==> src/rtl/icache_assoc_if.sv <==
// Bus bundle between the instruction cache, the datapath fetch port and the memory read port.
// The slave modport is the cache's view of the bus.
interface icache_assoc_if;
  logic        imemREN;
  logic [31:0] imemaddr;
  logic        dmemREN;
  logic        dmemWEN;
  logic        flush;
  logic        ihit;
  logic [31:0] imemload;
  logic        iREN;
  logic [31:0] iaddr;
  logic        iwait;
  logic [31:0] iload;

  modport slave (
    input  imemREN, imemaddr, dmemREN, dmemWEN, flush, iwait, iload,
    output ihit, imemload, iREN, iaddr
  );

  modport master (
    output imemREN, imemaddr, dmemREN, dmemWEN, flush, iwait, iload,
    input  ihit, imemload, iREN, iaddr
  );
endinterface

==> src/rtl/icache_assoc.sv <==
// Set-associative instruction cache: combinational lookup, round-robin replacement,
// multi-beat block fill from a wait-stated memory port.
module icache_assoc #(
  parameter int SETS     = 8,
  parameter int WAYS     = 2,
  parameter int BLKWORDS = 2
) (
  input logic            CLK,
  input logic            nRST,
  icache_assoc_if.slave  bus
);

  localparam int OFFB = $clog2(BLKWORDS);
  localparam int OFFW = (OFFB > 0) ? OFFB : 1;
  localparam int IDXW = $clog2(SETS);
  localparam int TAGW = 30 - OFFB - IDXW;
  localparam int PTRW = (WAYS > 1) ? $clog2(WAYS) : 1;

  localparam logic [0:0] IDLE = 1'b0;
  localparam logic [0:0] FILL = 1'b1;

  logic [0:0]      state_r;
  logic            valid_r [SETS][WAYS];
  logic [TAGW-1:0] tag_r   [SETS][WAYS];
  logic [31:0]     data_r  [SETS][WAYS][BLKWORDS];
  logic [PTRW-1:0] ptr_r   [SETS];
  logic [31:0]     buf_r   [BLKWORDS];
  logic [TAGW-1:0] ftag_r;
  logic [IDXW-1:0] fidx_r;
  logic [OFFW-1:0] cnt_r;
  logic            iren_r;
  logic [31:0]     iaddr_r;

  logic [TAGW-1:0] tag_s;
  logic [IDXW-1:0] index_s;
  logic [OFFW-1:0] offset_s;
  logic            hit_any_s;
  logic [PTRW-1:0] hit_way_s;
  logic            lookup_en_s;
  logic            hit_s;
  logic            miss_s;
  logic [PTRW-1:0] victim_s;
  logic            evict_s;
  logic            last_s;

  assign tag_s   = bus.imemaddr[31 -: TAGW];
  assign index_s = bus.imemaddr[2 + OFFB +: IDXW];

  generate
    if (OFFB > 0) begin : g_off
      assign offset_s = bus.imemaddr[2 +: OFFW];
    end else begin : g_no_off
      assign offset_s = {OFFW{1'b0}};
    end
  endgenerate

  // Tag compare across all ways of the addressed set.
  always_comb begin
    hit_any_s = 1'b0;
    hit_way_s = {PTRW{1'b0}};
    for (int w = 0; w < WAYS; w++) begin
      if (valid_r[index_s][w] && (tag_r[index_s][w] == tag_s)) begin
        hit_any_s = 1'b1;
        hit_way_s = PTRW'(w);
      end else begin
        hit_any_s = hit_any_s;
      end
    end
  end

  assign lookup_en_s  = bus.imemREN & ~bus.dmemREN & ~bus.dmemWEN & (state_r == IDLE);
  assign hit_s        = lookup_en_s & hit_any_s;
  assign miss_s       = lookup_en_s & ~hit_any_s & ~bus.flush;
  assign bus.ihit     = hit_s & ~bus.flush;
  assign bus.imemload = bus.ihit ? data_r[index_s][hit_way_s][offset_s] : 32'h0000_0000;
  assign bus.iREN     = iren_r;
  assign bus.iaddr    = iaddr_r;
  assign last_s       = (cnt_r == OFFW'(BLKWORDS - 1));

  // Victim selection: first invalid way wins, otherwise the round-robin pointer.
  always_comb begin
    victim_s = ptr_r[fidx_r];
    evict_s  = 1'b1;
    for (int w = 0; w < WAYS; w++) begin
      if (evict_s && !valid_r[fidx_r][w]) begin
        victim_s = PTRW'(w);
        evict_s  = 1'b0;
      end else begin
        victim_s = victim_s;
      end
    end
  end

  // Fill state machine, line storage and memory request registers.
  always_ff @(posedge CLK or negedge nRST) begin
    if (!nRST) begin
      state_r <= IDLE;
      ftag_r  <= {TAGW{1'b0}};
      fidx_r  <= {IDXW{1'b0}};
      cnt_r   <= {OFFW{1'b0}};
      iren_r  <= 1'b0;
      iaddr_r <= 32'h0000_0000;
      for (int k = 0; k < BLKWORDS; k++) begin
        buf_r[k] <= 32'h0000_0000;
      end
      for (int s = 0; s < SETS; s++) begin
        ptr_r[s] <= {PTRW{1'b0}};
        for (int w = 0; w < WAYS; w++) begin
          valid_r[s][w] <= 1'b0;
          tag_r[s][w]   <= {TAGW{1'b0}};
          for (int k = 0; k < BLKWORDS; k++) begin
            data_r[s][w][k] <= 32'h0000_0000;
          end
        end
      end
    end else if (bus.flush) begin
      // Flush beats everything, including a fill completing this same cycle.
      state_r <= IDLE;
      iren_r  <= 1'b0;
      iaddr_r <= 32'h0000_0000;
      for (int s = 0; s < SETS; s++) begin
        ptr_r[s] <= {PTRW{1'b0}};
        for (int w = 0; w < WAYS; w++) begin
          valid_r[s][w] <= 1'b0;
        end
      end
    end else begin
      case (state_r)
        IDLE: begin
          if (miss_s) begin
            state_r <= FILL;
            ftag_r  <= tag_s;
            fidx_r  <= index_s;
            cnt_r   <= {OFFW{1'b0}};
            iren_r  <= 1'b1;
            iaddr_r <= {tag_s, index_s, {(OFFB + 2){1'b0}}};
          end
        end
        FILL: begin
          if (!bus.iwait) begin
            if (last_s) begin
              for (int k = 0; k < BLKWORDS; k++) begin
                data_r[fidx_r][victim_s][k] <= (k == BLKWORDS - 1) ? bus.iload : buf_r[k];
              end
              valid_r[fidx_r][victim_s] <= 1'b1;
              tag_r[fidx_r][victim_s]   <= ftag_r;
              if (evict_s) begin
                ptr_r[fidx_r] <= (ptr_r[fidx_r] == PTRW'(WAYS - 1)) ? {PTRW{1'b0}}
                                                                    : ptr_r[fidx_r] + PTRW'(1);
              end
              state_r <= IDLE;
              iren_r  <= 1'b0;
              iaddr_r <= 32'h0000_0000;
            end else begin
              buf_r[cnt_r] <= bus.iload;
              cnt_r        <= cnt_r + OFFW'(1);
              iaddr_r      <= iaddr_r + 32'd4;
            end
          end
        end
        default: begin
          state_r <= IDLE;
          iren_r  <= 1'b0;
          iaddr_r <= 32'h0000_0000;
        end
      endcase
    end
  end

endmodule
==> src/flat_wrapper.sv <==
// flat-port wrapper written by rule: the top's interface ports become plain ports
module icache_assoc_flat 
#(
  parameter int SETS     = 8,
  parameter int WAYS     = 2,
  parameter int BLKWORDS = 2
)
  (CLK, nRST, bus_imemREN, bus_imemaddr, bus_dmemREN, bus_dmemWEN, bus_flush, bus_iwait, bus_iload, bus_ihit, bus_imemload, bus_iREN, bus_iaddr);
  icache_assoc_if bus_i ();
  input logic CLK;
  input logic nRST;
  input wire logic [$bits(bus_i.imemREN)-1:0] bus_imemREN;
  input wire logic [$bits(bus_i.imemaddr)-1:0] bus_imemaddr;
  input wire logic [$bits(bus_i.dmemREN)-1:0] bus_dmemREN;
  input wire logic [$bits(bus_i.dmemWEN)-1:0] bus_dmemWEN;
  input wire logic [$bits(bus_i.flush)-1:0] bus_flush;
  input wire logic [$bits(bus_i.iwait)-1:0] bus_iwait;
  input wire logic [$bits(bus_i.iload)-1:0] bus_iload;
  output wire logic [$bits(bus_i.ihit)-1:0] bus_ihit;
  output wire logic [$bits(bus_i.imemload)-1:0] bus_imemload;
  output wire logic [$bits(bus_i.iREN)-1:0] bus_iREN;
  output wire logic [$bits(bus_i.iaddr)-1:0] bus_iaddr;
  assign bus_i.imemREN = bus_imemREN;
  assign bus_i.imemaddr = bus_imemaddr;
  assign bus_i.dmemREN = bus_dmemREN;
  assign bus_i.dmemWEN = bus_dmemWEN;
  assign bus_i.flush = bus_flush;
  assign bus_i.iwait = bus_iwait;
  assign bus_i.iload = bus_iload;
  assign bus_ihit = bus_i.ihit;
  assign bus_imemload = bus_i.imemload;
  assign bus_iREN = bus_i.iREN;
  assign bus_iaddr = bus_i.iaddr;
  icache_assoc #(.SETS(SETS), .WAYS(WAYS), .BLKWORDS(BLKWORDS)) u_core (.CLK(CLK), .nRST(nRST), .bus(bus_i));
endmodule
==> config.mk <==
export PLATFORM = sky130hd
export DESIGN_NAME = icache_assoc_flat
export DESIGN_NICKNAME = d
export VERILOG_FILES = /design/src/rtl/icache_assoc_if.sv /design/src/rtl/icache_assoc.sv /design/src/flat_wrapper.sv
export SDC_FILE = /design/constraint.sdc
export NUM_CORES = 2
export LEC_CHECK = 0
export CORE_UTILIZATION = 25
export CTS_CLUSTER_SIZE = 30
export DETAILED_ROUTE_END_ITERATION = 8
export GPL_TIMING_DRIVEN = 0
export PLACE_DENSITY = 0.47
export SETUP_SLACK_MARGIN = 0.4
export SLEW_MARGIN = 40
export SYNTH_ARGS = -nofsm -noshare
export SYNTH_HDL_FRONTEND = slang
export SYNTH_SLANG_ARGS = --single-unit
==> constraint.sdc <==
create_clock -name CLK -period 5.35 [get_ports CLK]
set_input_delay 0.8025 -clock CLK [delete_from_list [all_inputs] [get_ports CLK]]
set_output_delay 0.8025 -clock CLK [all_outputs]
set_load 0.01 [all_outputs]
# Word-level counts from Yosys, hierarchy flattened
# Cells that the tools add are included.
[word_totals]
reg_bits = 1592
inputBits = 71
[op_classes]
addsub = 3
magnitude_cmp = 9
n_eq_ne = 8
muxes = 83
bitwise_logic = 21
n_reduce_logical = 18
[ops]
columns = ["cell", "n"]
rows = [
  ["1024-bit bitwise mux", 2],
  ["128-bit demux with 3-bit select", 2],
  ["128-bit two-way mux", 4],
  ["416-bit bitwise mux", 1],
  ["128-bit binary-select mux with 3-bit select", 1],
  ["32-bit two-way mux", 10],
  ["64-bit two-way mux", 4],
  ["52-bit binary-select mux with 3-bit select", 1],
  ["52-bit demux with 3-bit select", 1],
  ["52-bit two-way mux", 3],
  ["64-bit demux with 1-bit select", 2],
  ["64-bit bitwise mux", 1],
  ["16-bit two-way mux", 4],
  ["32-bit one-hot mux with 2 select lines", 1],
  ["26-bit == test", 2],
  ["8-bit two-way mux", 5],
  ["32-bit by 3-bit adder with 32-bit output, second input constant", 1],
  ["32-bit demux with 1-bit select", 1],
  ["26-bit demux with 1-bit select", 1],
  ["26-bit two-way mux", 1],
  ["1-bit two-way mux", 23],
  ["16-bit OR", 1],
  ["2-bit binary-select mux with 3-bit select", 2],
  ["3-bit AND reduction", 4],
  ["other kinds (25)", 64],
]

# Depth between registers and ports, before layout
[logic_depth]
ltp_word = 19
mapped_depth = 16
ltp_nobuf = 9

# Worst setup path after synthesis
# No wires, ideal clock.
[synth_path]
path_type = "input -> output"
startpoint = "input port bus_imemaddr[4]"
endpoint = "output port bus_imemload[16]"
arrival_ns = 3.618
required_ns = 4.548
slack_ns = 0.930
stages = 14
n_path_buf = 5
path_cell_list = "buf_2 > buf_2 > buf_1 > mux4_2 > mux2i_1 > xor2_1 > nand4_1 > nor2_1 > nand4_1 > buf_4 > buf_2 > mux2i_1 > mux2_2 > o2bb2ai_1"
[synth_between]
elab_chain_len = 15
[synth_lines]
columns = ["item", "line", "rtl"]
rows = [
  ["start: declaration", "flat_wrapper.sv:13", "input wire logic [$bits(bus_i.imemaddr)-1:0] bus_imemaddr;"],
  ["3-bit NOT with 4-bit output (implied by the code) *", "icache_assoc.sv:62, icache_assoc.sv:75", ""],
  ["52-bit binary-select mux with 3-bit select", "icache_assoc.sv:62", "if (valid_r[index_s][w] && (tag_r[index_s][w] == tag_s)) begin"],
  ["52-bit two-way mux (implied by the code) (2 in a row)", "icache_assoc.sv:62", ""],
  ["26-bit == test", "icache_assoc.sv:62", ""],
  ["1-bit logical AND", "icache_assoc.sv:62", ""],
  ["1-bit two-way mux", "icache_assoc.sv:62", ""],
  ["1-bit NOT with 2-bit output (implied by the code)", "icache_assoc.sv:75", "assign bus.imemload = bus.ihit ? data_r[index_s][hit_way_s][offset_s] : 32'h0000_0000;"],
  ["64-bit two-way mux (implied by the code) (3 in a row)", "icache_assoc.sv:75", ""],
  ["32-bit two-way mux (implied by the code) (3 in a row)", "icache_assoc.sv:75", ""],
  ["32-bit two-way mux *", "icache_assoc.sv:75", ""],
  ["end: declaration", "flat_wrapper.sv:20", "output wire logic [$bits(bus_i.imemload)-1:0] bus_imemload;"],
]
# Mark *: on every way between the ends. The rest lies on a longest branch, timed or not. The select of a mux whose other input is x is not followed.

# Worst setup path in the final report
[layout_path]
startpoint = "input port bus_imemaddr[3]"
endpoint = "output port bus_imemload[22]"
# The elaborated chain is that of the path after synthesis.

==> reports/metrics.csv <==
stage;metric;value;unit
routing;via count;42700;
power_and_ir_drop;Pwr Total;28.0;mW
timing;Final Skew;0.0873;ns
synth;Avg Cell Area, Syn;15.5;µm²
floorplan;Core ar.;285000;µm²
critical_path;Reg2Reg Setup Slack;1.27;ns
routing;DR iter-0 viols;2838;
synth;Distinct cells, synth;71;
critical_path;reg2reg end;u_core.data_r[580]$_DFFE_PN0P_;
finish;FILL cells;28100;
routing;drt wl/cell;26.3;µm
power_and_ir_drop;clock share of power;0.459;
clock_network;CTS tree;built;
placed_design;area post-placement;79000;µm²
global_routing;Tot GR Track Use;0.164;
timing;post-route clock period utilization;0.975;
synth;sequential fraction of the synthesis area;0.545;
power_and_ir_drop;Leakage;41.6;nW
clock_network;Worst-path clk slew;0.05;ns
routing;drt drc;0;
synth;Ys Warns;0;
finish;final instance area;88000;µm²
critical_path;CP Data Arrival Time;4.41;ns
finish;storage element area;39000;µm²
power_and_ir_drop;switching power;7.12;mW
finish;layout cell share with drive strength beyond 1;0.517;
critical_path;RR Startpoint;u_core.fidx_r[1]$_DFFE_PN0P_;
floorplan;die height;537;µm
timing;Tmin final;5.22;ns
placed_design;dpl cells;8561;
outcome;outcome;finished clean;
floorplan;num ports;137;
power_and_ir_drop;Pwr Density;318;nW/µm²
routing;WL final;236;mm
timing;worst hold slack;0.0572;ns
clock_network;TritonCTS Buffers;180;
routing;DR pass1 iterations;6;
synth;post-synthesis async set-or-reset flop share;1.00;
critical_path;Worst setup SP type;input port;
floorplan;die width;537;µm
timing;slew of the pin with the lowest slew margin;0.898;ns
timing;Final Max Slew Viols;0;
synth;post-synthesis cell area;71600;µm²
power_and_ir_drop;internal power;20.9;mW
synth;Synth Register Bits;1558;
floorplan;Site Rows;196;
timing;setup violators final;0;
clock_network;Worst-Skew Late Latency;0.86;ns
critical_path;R2R cell count;14;
floorplan;Die ar.;288000;µm²
placed_design;Port Buffers;129;
finish;multi-input logic area;32000;µm²
clock_network;Root Buffer;clkbuf_16;
global_routing;grt total ovfl;0;
global_routing;antenna violations before repair;17;
power_and_ir_drop;Switching Fraction;0.255;
critical_path;crit path from;bus_imemaddr[3];
critical_path;Worst Path Required;4.55;ns
flow_run;maxcap violations;0;
critical_path;CP endpoint;bus_imemload[22];
global_routing;vias in the first global route;45700;
finish;synthesis-to-finish area growth;22.9;%
synth;Primary FF master, synth;dfrtp_1;
synth;cells after synthesis;4622;
floorplan;Initial Util;0.251;
finish;post-route insts no fill;8965;
placed_design;post-DP HPWL;163;mm
synth;number of synthesized flops with an enable pin;0;
finish;Layout Nets;5135;
global_routing;first-pass GRT wire length;343;mm
power_and_ir_drop;Comb pwr share;0.088;
placed_design;GP Congestion;0.783;
timing;f_max;0.192;GHz
clock_network;H-tree levels;4;
power_and_ir_drop;Worst VDD drop;0.239;mV
clock_network;Clock Sinks;1558;
critical_path;Setup crit end kind;output port;
critical_path;Crit Path Class;input port to output port;
global_routing;pin count of the biggest net entering global routing;114;
routing;antenna viol nets, final;0;
timing;final hold vios;0;
clock_network;clock buffer depth;4;
routing;via density per instance;4.76;
critical_path;CP max FO;7;
power_and_ir_drop;Seq pwr share;0.453;
min_path;worst hold path type;input port to async pin;
timing;unrepaired setup endpoints after global routing;true;
timing;relative slew slack;0.401;
==> area by class of cell <==
| cell class | count | area share |
|---|---|---|
| Timing Repair Buffer | 258 | 0.0398 |
| Tap cell | 3762 | 0.0535 |
| Inverter | 15 | 0.000640 |
| Clock buffer | 267 | 0.0618 |
| Multi-Input combinational cell | 2654 | 0.364 |
| Antenna cell | 2 | 0.0000569 |
| Sequential cell | 1558 | 0.443 |
| Clock inverter | 53 | 0.00781 |
| Buffer | 396 | 0.0293 |
==> state kept, by name, indices dropped and copies added (netlist names) <==
signal,flops
u_core.bus.iaddr,30
u_core.valid_r,16
u_core.ftag_r,26
u_core.buf_r,32
u_core.fidx_r,3
u_core.state_r,1
u_core.ptr_r,8
u_core.data_r,1024
u_core.cnt_r,1
u_core.tag_r,416
u_core.bus.iREN,1
==> layer usage <==
layer,part of all wire,up-vias,GRT usage
met2,0.49,794,0.279
met1,0.44,23400,0.218
met5,0.00027,-,0
met4,0.027,12,0.0439
met3,0.040,305,0.0218
li1,-,18200,-
==> synth_stat cells, types with 30 or more instances <==
| master | instances | area (µm²) |
|---|---|---|
| dfrtp_1 | 1558 | 39000 |
| mux2_2 | 1532 | 17300 |
| mux4_2 | 330 | 7430 |
| clkbuf_1 | 282 | 1060 |
| mux2i_1 | 248 | 2480 |
| nand2_1 | 81 | 304 |
| buf_2 | 71 | 355 |
| nor2_1 | 42 | 158 |
| xor2_1 | 36 | 315 |
| nand3_1 | 35 | 175 |
| o2bb2ai_1 | 33 | 289 |
| o21ai_0 | 30 | 150 |
==> power groups by stage <==
stage               clock (mW)  sequential (mW)  combinational [mW]
floorplan                    0             12.7                1.26
global placement             0             12.9                2.20
detailed placement           0             12.9                2.35
CTS                       13.2             12.7                2.50
global route              13.6             12.7                2.69
finish                    12.8             12.7                2.47
==> cell usage in the layout, fill, tap and decap left out, types with 9 or more instances in the layout <==
cell                n
a21o_1              9
a21oi_1            28
a22oi_1            16
buf_12             36
buf_16             56
buf_2              59
buf_4              64
buf_6              38
buf_8              14
bufinv_16          14
clkbuf_1          184
clkbuf_16         187
clkbuf_2          119
clkbuf_8           58
clkdlybuf4s50_1    95
clkinv_2           25
dfrtp_1          1558
inv_1              14
mux2_1             21
mux2_2           1514
mux2_4             18
mux2i_1           212
mux2i_2            22
mux2i_4            15
mux4_2            330
nand2_1            78
nand3_1            35
nand4_1            15
nor2_1             32
nor2_4              9
nor3_1             24
nor4_1              9
o21ai_0            30
o221ai_2           10
o22ai_1             9
o2bb2ai_4          31
or3_1              12
xor2_1             19
xor2_2             15
==> per-stage QoR <==
step           TNS (ns)  worst slack, ns  utilization
2_1_floorplan         0            0.930            -
3_3_place_gp          -           -69.14        0.272
3_5_place_dp    -164.02            -3.58        0.277
4_1_cts               0            0.123        0.308
5_1_grt               0            0.116        0.309
6_report              0            0.134        0.309
==> how the worst min path moves through the flow <==
stage / cells after the start / to / slack (ns)
2_1_floorplan: 1 / u_core.valid_r[3]$_DFFE_PN0P_ / 0.47
3_3_place_gp: 1 / u_core.tag_r[365]$_DFFE_PN0P_ / 0.48
3_5_place_dp: 1 / u_core.tag_r[224]$_DFFE_PN0P_ / 0.49
4_1_cts: 2 / u_core.tag_r[373]$_DFFE_PN0P_ / 0.01
5_1_grt: 2 / u_core.bus.iaddr[23]$_DFFE_PN0P_ / 0.05
6_report: 2 / u_core.bus.iaddr[23]$_DFFE_PN0P_ / 0.06
==> cells by family after synthesis <==
logic type / synth area share
and+or+nand+nor: 0.0186
DFF: 0.545
adders and majority gates: 0.000175
other: 0.0000524
buffers and inverters: 0.0254
AOI/OAI and AO/OA: 0.0224
xor gates and xnor gates: 0.00551
muxes: 0.383
==> what timing repair did <==
item	in CTS	in global routing
gates resized for setup	473	23
setup buffers	64	6
hold buffers	1	0
pin swaps	34	21
cloned	7	2
setup endpoints to repair	95	32
hold endpoints to repair	62	0
==> critical path: stages <==
cell       delay [ns]
buf_12           0.12
buf_12           0.15
buf_16           0.16
mux4_2           0.53
mux2i_4          0.24
xor2_4           0.28
nand4_1          0.18
nor4_1           0.28
nand4_1          0.16
buf_6            0.18
a21oi_4          0.22
nand2b_4         0.19
clkbuf_16        0.23
buf_12           0.15
o2bb2ai_4        0.31
buf_6            0.16
(Power assumes the default switching activity.)
